--- src/rtl/pattern_scan_pkg.sv ---
// rtl/pattern_scan_pkg.sv - shared types, default widths and length clamp for pattern_scan_ctrl
//
// Contents:
//   state_e    : controller states IDLE / SHIFT / REPORT
//   DEF_*      : default parameter values
//   LEN_W      : width of the pattern-length field
//   clamp_len  : forces a requested pattern length into 1..pat_max
package pattern_scan_pkg;

    typedef enum logic [1:0] {
        IDLE   = 2'd0,
        SHIFT  = 2'd1,
        REPORT = 2'd2
    } state_e;

    localparam int DEF_WORD_W  = 8;
    localparam int DEF_PAT_MAX = 4;
    localparam int DEF_CNT_W   = 8;
    localparam int LEN_W       = 4;

    // A zero-length pattern would match every bit vacuously, so 0 is
    // promoted to 1; anything longer than the window is cut to the window.
    function automatic logic [LEN_W-1:0] clamp_len(input logic [LEN_W-1:0] len,
                                                   input int              pat_max);
        logic [LEN_W-1:0] res;
        if (len == '0) begin
            res = LEN_W'(1);
        end else if (int'(len) > pat_max) begin
            res = LEN_W'(pat_max);
        end else begin
            res = len;
        end
        return res;
    endfunction

endpackage

--- src/rtl/pattern_window.sv ---
// rtl/pattern_window.sv - serial shift window, fill tracking and pattern match pulse
//
// Ports:
//   clock, reset  : rising-edge clock, asynchronous active-high reset
//   cfg_load      : load cfg_pattern/cfg_len (length clamped) and clear window/fill
//   cfg_pattern   : pattern, bit [len-1] oldest, bit 0 newest
//   cfg_len       : requested pattern length
//   shift_en      : shift bit_in into the window this edge
//   bit_in        : next serial bit
//   match         : combinational, the shift happening this edge completes a match
//   z             : registered match pulse, high the cycle after a matching shift
module pattern_window
    import pattern_scan_pkg::*;
#(
    parameter int PAT_MAX = DEF_PAT_MAX
) (
    input  logic               clock,
    input  logic               reset,
    input  logic               cfg_load,
    input  logic [PAT_MAX-1:0] cfg_pattern,
    input  logic [LEN_W-1:0]   cfg_len,
    input  logic               shift_en,
    input  logic               bit_in,
    output logic               match,
    output logic               z
);

    logic [PAT_MAX-1:0] window_q, window_d;
    logic [PAT_MAX-1:0] pattern_q, pattern_d;
    logic [LEN_W-1:0]   len_q, len_d;
    logic [LEN_W-1:0]   fill_q, fill_d;
    logic               z_q, z_d;
    logic               pat_eq;

    always_comb begin
        window_d  = window_q;
        pattern_d = pattern_q;
        len_d     = len_q;
        fill_d    = fill_q;
        pat_eq    = 1'b1;
        match     = 1'b0;

        if (shift_en) begin
            window_d = {window_q[PAT_MAX-2:0], bit_in};
            if (fill_q < LEN_W'(PAT_MAX)) begin
                fill_d = fill_q + LEN_W'(1);
            end
            // Compare only the newest len_q bits of the post-shift window.
            for (int i = 0; i < PAT_MAX; i++) begin
                if ((LEN_W'(i) < len_q) && (window_d[i] != pattern_q[i])) begin
                    pat_eq = 1'b0;
                end
            end
            match = pat_eq && (fill_d >= len_q);
        end

        // Loads only occur while the controller is idle, so they never
        // collide with a shift.
        if (cfg_load) begin
            pattern_d = cfg_pattern;
            len_d     = clamp_len(cfg_len, PAT_MAX);
            window_d  = '0;
            fill_d    = '0;
        end

        // A match on the final bit of a word pulses during the first
        // REPORT cycle, one cycle after the shift like every other match.
        z_d = match;
    end

    always_ff @(posedge clock or posedge reset) begin
        if (reset) begin
            window_q  <= '0;
            pattern_q <= '0;
            len_q     <= LEN_W'(PAT_MAX);
            fill_q    <= '0;
            z_q       <= 1'b0;
        end else begin
            window_q  <= window_d;
            pattern_q <= pattern_d;
            len_q     <= len_d;
            fill_q    <= fill_d;
            z_q       <= z_d;
        end
    end

    assign z = z_q;

endmodule

--- src/rtl/pattern_scan_ctrl.sv ---
// rtl/pattern_scan_ctrl.sv - word-to-serial scan scheduler with per-word and total match counts
//
// Ports:
//   clock, reset              : rising-edge clock, asynchronous active-high reset
//   cfg_we/cfg_pattern/cfg_len: pattern configuration, accepted only in IDLE
//   in_valid/in_data/in_ready : input word handshake, word shifted LSB-first
//   out_valid/out_ready       : per-word result handshake
//   out_count                 : matches found in the reported word
//   total_count               : saturating running match total
//   clr_total                 : synchronous clear of total_count, wins over increment
//   z                         : registered one-cycle match pulse
//   busy                      : high whenever not IDLE
module pattern_scan_ctrl
    import pattern_scan_pkg::*;
#(
    parameter int WORD_W  = DEF_WORD_W,
    parameter int PAT_MAX = DEF_PAT_MAX,
    parameter int CNT_W   = DEF_CNT_W
) (
    input  logic               clock,
    input  logic               reset,
    input  logic               cfg_we,
    input  logic [PAT_MAX-1:0] cfg_pattern,
    input  logic [3:0]         cfg_len,
    input  logic               in_valid,
    input  logic [WORD_W-1:0]  in_data,
    output logic               in_ready,
    output logic               out_valid,
    input  logic               out_ready,
    output logic [CNT_W-1:0]   out_count,
    output logic [CNT_W-1:0]   total_count,
    input  logic               clr_total,
    output logic               z,
    output logic               busy
);

    localparam int              IDX_W    = $clog2(WORD_W);
    localparam logic [IDX_W-1:0] LAST_IDX = IDX_W'(WORD_W - 1);

    state_e              state_q, state_d;
    logic [WORD_W-1:0]   data_q, data_d;
    logic [IDX_W-1:0]    bit_idx_q, bit_idx_d;
    logic [CNT_W-1:0]    word_cnt_q, word_cnt_d;
    logic [CNT_W-1:0]    total_q, total_d;
    logic                in_ready_q, in_ready_d;
    logic                out_valid_q, out_valid_d;
    logic                busy_q, busy_d;

    logic                cfg_load;
    logic                shift_en;
    logic                match;

    assign cfg_load = cfg_we && (state_q == IDLE);
    assign shift_en = (state_q == SHIFT);

    pattern_window #(
        .PAT_MAX (PAT_MAX)
    ) u_window (
        .clock       (clock),
        .reset       (reset),
        .cfg_load    (cfg_load),
        .cfg_pattern (cfg_pattern),
        .cfg_len     (cfg_len),
        .shift_en    (shift_en),
        .bit_in      (data_q[0]),
        .match       (match),
        .z           (z)
    );

    always_comb begin
        state_d    = state_q;
        data_d     = data_q;
        bit_idx_d  = bit_idx_q;
        word_cnt_d = word_cnt_q;
        total_d    = total_q;

        case (state_q)
            IDLE: begin
                if (in_valid) begin
                    data_d     = in_data;
                    bit_idx_d  = '0;
                    word_cnt_d = '0;
                    state_d    = SHIFT;
                end
            end
            SHIFT: begin
                // The word register shifts right so bit 0 is always the next bit.
                data_d    = data_q >> 1;
                bit_idx_d = bit_idx_q + IDX_W'(1);
                if (match && (word_cnt_q != '1)) begin
                    word_cnt_d = word_cnt_q + CNT_W'(1);
                end
                if (bit_idx_q == LAST_IDX) begin
                    state_d = REPORT;
                end
            end
            REPORT: begin
                if (out_ready) begin
                    state_d = IDLE;
                end
            end
            default: begin
                state_d = IDLE;
            end
        endcase

        if (clr_total) begin
            total_d = '0;
        end else if (shift_en && match && (total_q != '1)) begin
            total_d = total_q + CNT_W'(1);
        end

        // Handshake outputs are registered from the next state.
        in_ready_d  = (state_d == IDLE);
        out_valid_d = (state_d == REPORT);
        busy_d      = (state_d != IDLE);
    end

    always_ff @(posedge clock or posedge reset) begin
        if (reset) begin
            state_q     <= IDLE;
            data_q      <= '0;
            bit_idx_q   <= '0;
            word_cnt_q  <= '0;
            total_q     <= '0;
            in_ready_q  <= 1'b1;
            out_valid_q <= 1'b0;
            busy_q      <= 1'b0;
        end else begin
            state_q     <= state_d;
            data_q      <= data_d;
            bit_idx_q   <= bit_idx_d;
            word_cnt_q  <= word_cnt_d;
            total_q     <= total_d;
            in_ready_q  <= in_ready_d;
            out_valid_q <= out_valid_d;
            busy_q      <= busy_d;
        end
    end

    assign in_ready    = in_ready_q;
    assign out_valid   = out_valid_q;
    assign busy        = busy_q;
    assign out_count   = word_cnt_q;
    assign total_count = total_q;

endmodule

--- config.mk ---
export PLATFORM = sky130hd
export DESIGN_NAME = pattern_scan_ctrl
export DESIGN_NICKNAME = d
export VERILOG_FILES = /design/src/rtl/pattern_scan_pkg.sv /design/src/rtl/pattern_window.sv /design/src/rtl/pattern_scan_ctrl.sv
export SDC_FILE = /design/constraint.sdc
export NUM_CORES = 1
export LEC_CHECK = 0
export CAP_MARGIN = 10
export CORE_ASPECT_RATIO = 0.5
export CORE_MARGIN = 8
export CORE_UTILIZATION = 55
export CTS_BUF_LIST = sky130_fd_sc_hd__clkbuf_4
export CTS_CLUSTER_DIAMETER = 60
export DETAILED_ROUTE_END_ITERATION = 10
export PLACE_DENSITY = 0.93
export SLEW_MARGIN = 20
export SYNTH_ARGS = -nofsm -noshare
export SYNTH_HDL_FRONTEND = slang
export SYNTH_SLANG_ARGS = --single-unit
--- constraint.sdc ---
create_clock -name clock -period 3.3 [get_ports clock]
set_input_delay 0.495 -clock clock [delete_from_list [all_inputs] [get_ports clock]]
set_output_delay 0.495 -clock clock [all_outputs]
set_load 0.01 [all_outputs]
==> summary.md <==
| Metric | Value |
|---|---|
| Status | completed |
| Total track usage | between 15 and 20% |
| Worst Path Arrival | between 2 and 3 ns |
| Final Routed Wirelength | approximately 5500 um |
| Nets@finish | about 320 |
| Detail Route Antenna Nets | 0 |
| Critical path launch point type | flip-flop |
| CTS buffer count | 5 |
| RSZ-0062 raised after global routing | false |
| Crit-path slowest cell | dfrtp_1 |
| Syn Nets | 280 |
| Commonest non-fill, non-tap cell in the layout | dfrtp_1 |
| Peak supply drop | ~0.34 mV |
| Yosys cell types | 48 |
| Syn Area/Cell | a little over 10 um2 |
| Final Max Slew Viols | 0 |
| DIE HEIGHT | between 60 and 70 um |
| Initial antenna violation count | 0 |
| Vias/cell | approximately 5.8 |
| Synthesized flop and latch total | 48 |
| Most frequent cells in the layout | dfrtp_1 (46), clkdlybuf4s50_1 (41), nand2_1 (30) |
| Fmax | about 0.39 GHz |
| Setup Buffers After CTS | 0 |
| Clock latency on the worst-skew pair | roughly 0.36 ns |
| CP max stage delay | approximately 0.7 ns |
| Number of I/O port buffers | 41 |
| Crit. End Element | flip-flop |
| Crit path cell chain | and2b_1 > o221ai_2 > a21o_1 > nor4_2 > mux2_1 |
| Initial DRC count | approximately 140 |
| GRT overflow | 0 |
| Wire per inst | ~16 um |
| Clk sinks | 48 |
| CTS Root Cell | clkbuf_4 |
| Setup ws final | between 0.7 and 0.8 ns |
| Min-delay worst type | flip-flop to flip-flop |
| Max-Cap Viols | 0 |
| Ys flop type | dfrtp_1 |
| Drt pass-1 iters | 4 |
| Top delay family on crit path | simple AND/OR/NAND/NOR gates |
| Cts hold-fix bufs | 0 |
| Diode count | 0 |
| Pre-CTS setup slack | 0.830 ns |
| Chip width | 112 um |
| Gpl congestion | 0.852 |
| Maximum clock path buffer count | 2 |
| Detailed Place HPWL | a little under 4000 um |
| Max FO, Critical Path | 17 |
| Reg clk slew, reported paths | about 0.14 ns |
| Lkg Pwr | 0.00131 uW |
| Worst Tran Pin Value | roughly 0.8 ns |
| Tcrit/Tclk final | between 70% and 80% |
| IO Count | 42 |
| Num rows | 17 |
| Drt drc | 0 |
| Largest net degree at the start of global routing | slightly below 50 |
| CTS resizes | 0 |
| Max-slew headroom | roughly 46% |
| TritonCTS clock tree | built |
| Syn Inst Count | about 250 |
| Final TNS setup | 0 ns |
| Final Critical Period | about 2.5 ns |
| CP Class | flip-flop to flip-flop |
| Clock skew | roughly 0.017 ns |
| Sequential share of the synthesized area | 47.5% |
| Via count | ~2k |
| Synth async-reset ratio | 100% |
| Hold Fails Final Rpt | 0 |
| Yosys warns | 0 |
| Post-synth EDFFs | 0 |
| Starting Density | around 57% |
| Area Overhead vs Synth | 19.4% |
| Htree depth | 2 |
| Core area | between 0.004 and 0.005 mm2 |
| Setup violations, final | 0 |
| Global-route wire length before repair | 9230 um |
| Number of global-route vias before repair | about 1.9k |
| Die ar. | 0.00717 mm2 |
| Pwr dens | approximately 770 mW/mm2 |
| CP Buf/Inv Count | 0 |
| Post-Syn Area | 0.00254 mm2 |
| Core Util, Final | roughly two thirds |
| Share of layout cells above drive strength 1 | 10.1% |
| Crit path required time | 3.54 ns |
-- final timing paths --
path | from | to | slack, ns | cells after the start
worst min-delay path | data_q[5] | data_q[5] | 0.52 | 2
worst max register to register | state_q[0] | total_count[4] | 0.77 | 5
worst min register to register | data_q[5] | data_q[5] | 0.52 | 2
worst max-delay path | state_q[0] | total_count[4] | 0.77 | 5
max in group asynchronous | reset | total_count[0] | 2.23 | 2
min in group asynchronous | reset | u_window.pattern_q[0] | 0.57 | 2
-- metrics by stage --
step	area, um2	cells	hold WS [ns]	total power (uW)
2_1_floorplan	2540	249	0.450	1760
3_3_place_gp	2970	337	0.470	1980
3_5_place_dp	2970	337	0.485	2030
4_1_cts	3030	345	0.519	2320
5_1_grt	3030	345	0.552	2470
6_report	3030	345	0.524	2320
-- per-layer routing --
| layer | vias up | GRT usage, % | share of wire (%) |
|---|---|---|---|
| met5 | - | 0 | 0 |
| met4 | 0 | 5.82 | 1.4 |
| met3 | 9 | 4.03 | 4.6 |
| met2 | 54 | 26.1 | 51 |
| met1 | 975 | 19.1 | 43 |
| li1 | 965 | - | - |
-- power breakdown --
part           leakage (uW)  switching (uW)  internal, uW
Combinational      0.000665             625           464
Clock             0.0000293             189          89.8
Sequential         0.000617             183           774
Total               0.00131             997          1330
-- flip-flops by register name, indices dropped and copies added (netlist names) --
signal,flops
bit_idx_q,3
busy,1
data_q,8
in_ready,1
out_count,8
out_valid,1
state_q,2
total_count,8
u_window.fill_q,4
u_window.len_q,4
u_window.pattern_q,4
u_window.window_q,3
u_window.z,1
-- final cells by class --
cell class / instances / area [um2]
fill: 324 / 1400
multi-input combinational: 181 / 1250
sequential: 48 / 1200
timing repair buffer: 41 / 410
tap: 57 / 71.3
clock buffer: 6 / 45.0
inverter: 10 / 38.8
clock inverter: 2 / 11.3
-- logic make-up (layout without fill, tap and decap cells) --
kind of cell | count (synthesis) | after routing | share of synthesized area, %
AOI/OAI and AO/OA | 56 | 56 | 15.3
xor gates and xnor gates | 5 | 5 | 1.73
and+or+nand+nor | 96 | 96 | 21.2
adders and majority gates | 9 | 9 | 4.44
muxes | 15 | 15 | 6.46
DFF | 48 | 48 | 47.5
buffers and inverters | 20 | 59 | 3.36
-- cell usage after synthesis (2+ instances only) --
master	count	share of area (%)
a22o_1	3	1.0
mux2_2	5	2.2
and3_1	6	1.5
nor4_2	3	1.5
a21o_1	3	0.89
ha_1	9	4.4
inv_1	10	1.5
o21bai_1	2	0.59
clkbuf_1	7	1.0
dfstp_2	2	2.1
mux2i_1	4	1.6
a21oi_1	7	1.4
o22ai_1	2	0.49
nand3_1	13	2.6
nor2_1	14	2.1
o21ai_0	18	3.6
mux2_1	6	2.7
nand2_1	30	4.4
nand2b_1	6	1.5
o22a_1	3	1.0
xnor2_1	5	1.7
buf_2	2	0.39
nor2b_1	12	3.0
nor4_4	2	1.7
a22oi_1	7	2.1
dfrtp_1	46	45
-- worst register-to-register path, delay by kind of cell (launching register included) --
family / cells / cell delay [ns]
AO/OA/AOI/OAI: 2 / 0.56
multiplexers: 1 / 0.35
flip-flops: 1 / 0.71
AND/OR/NAND/NOR: 2 / 0.80
Note: power is estimated with default switching activity, not from simulation.
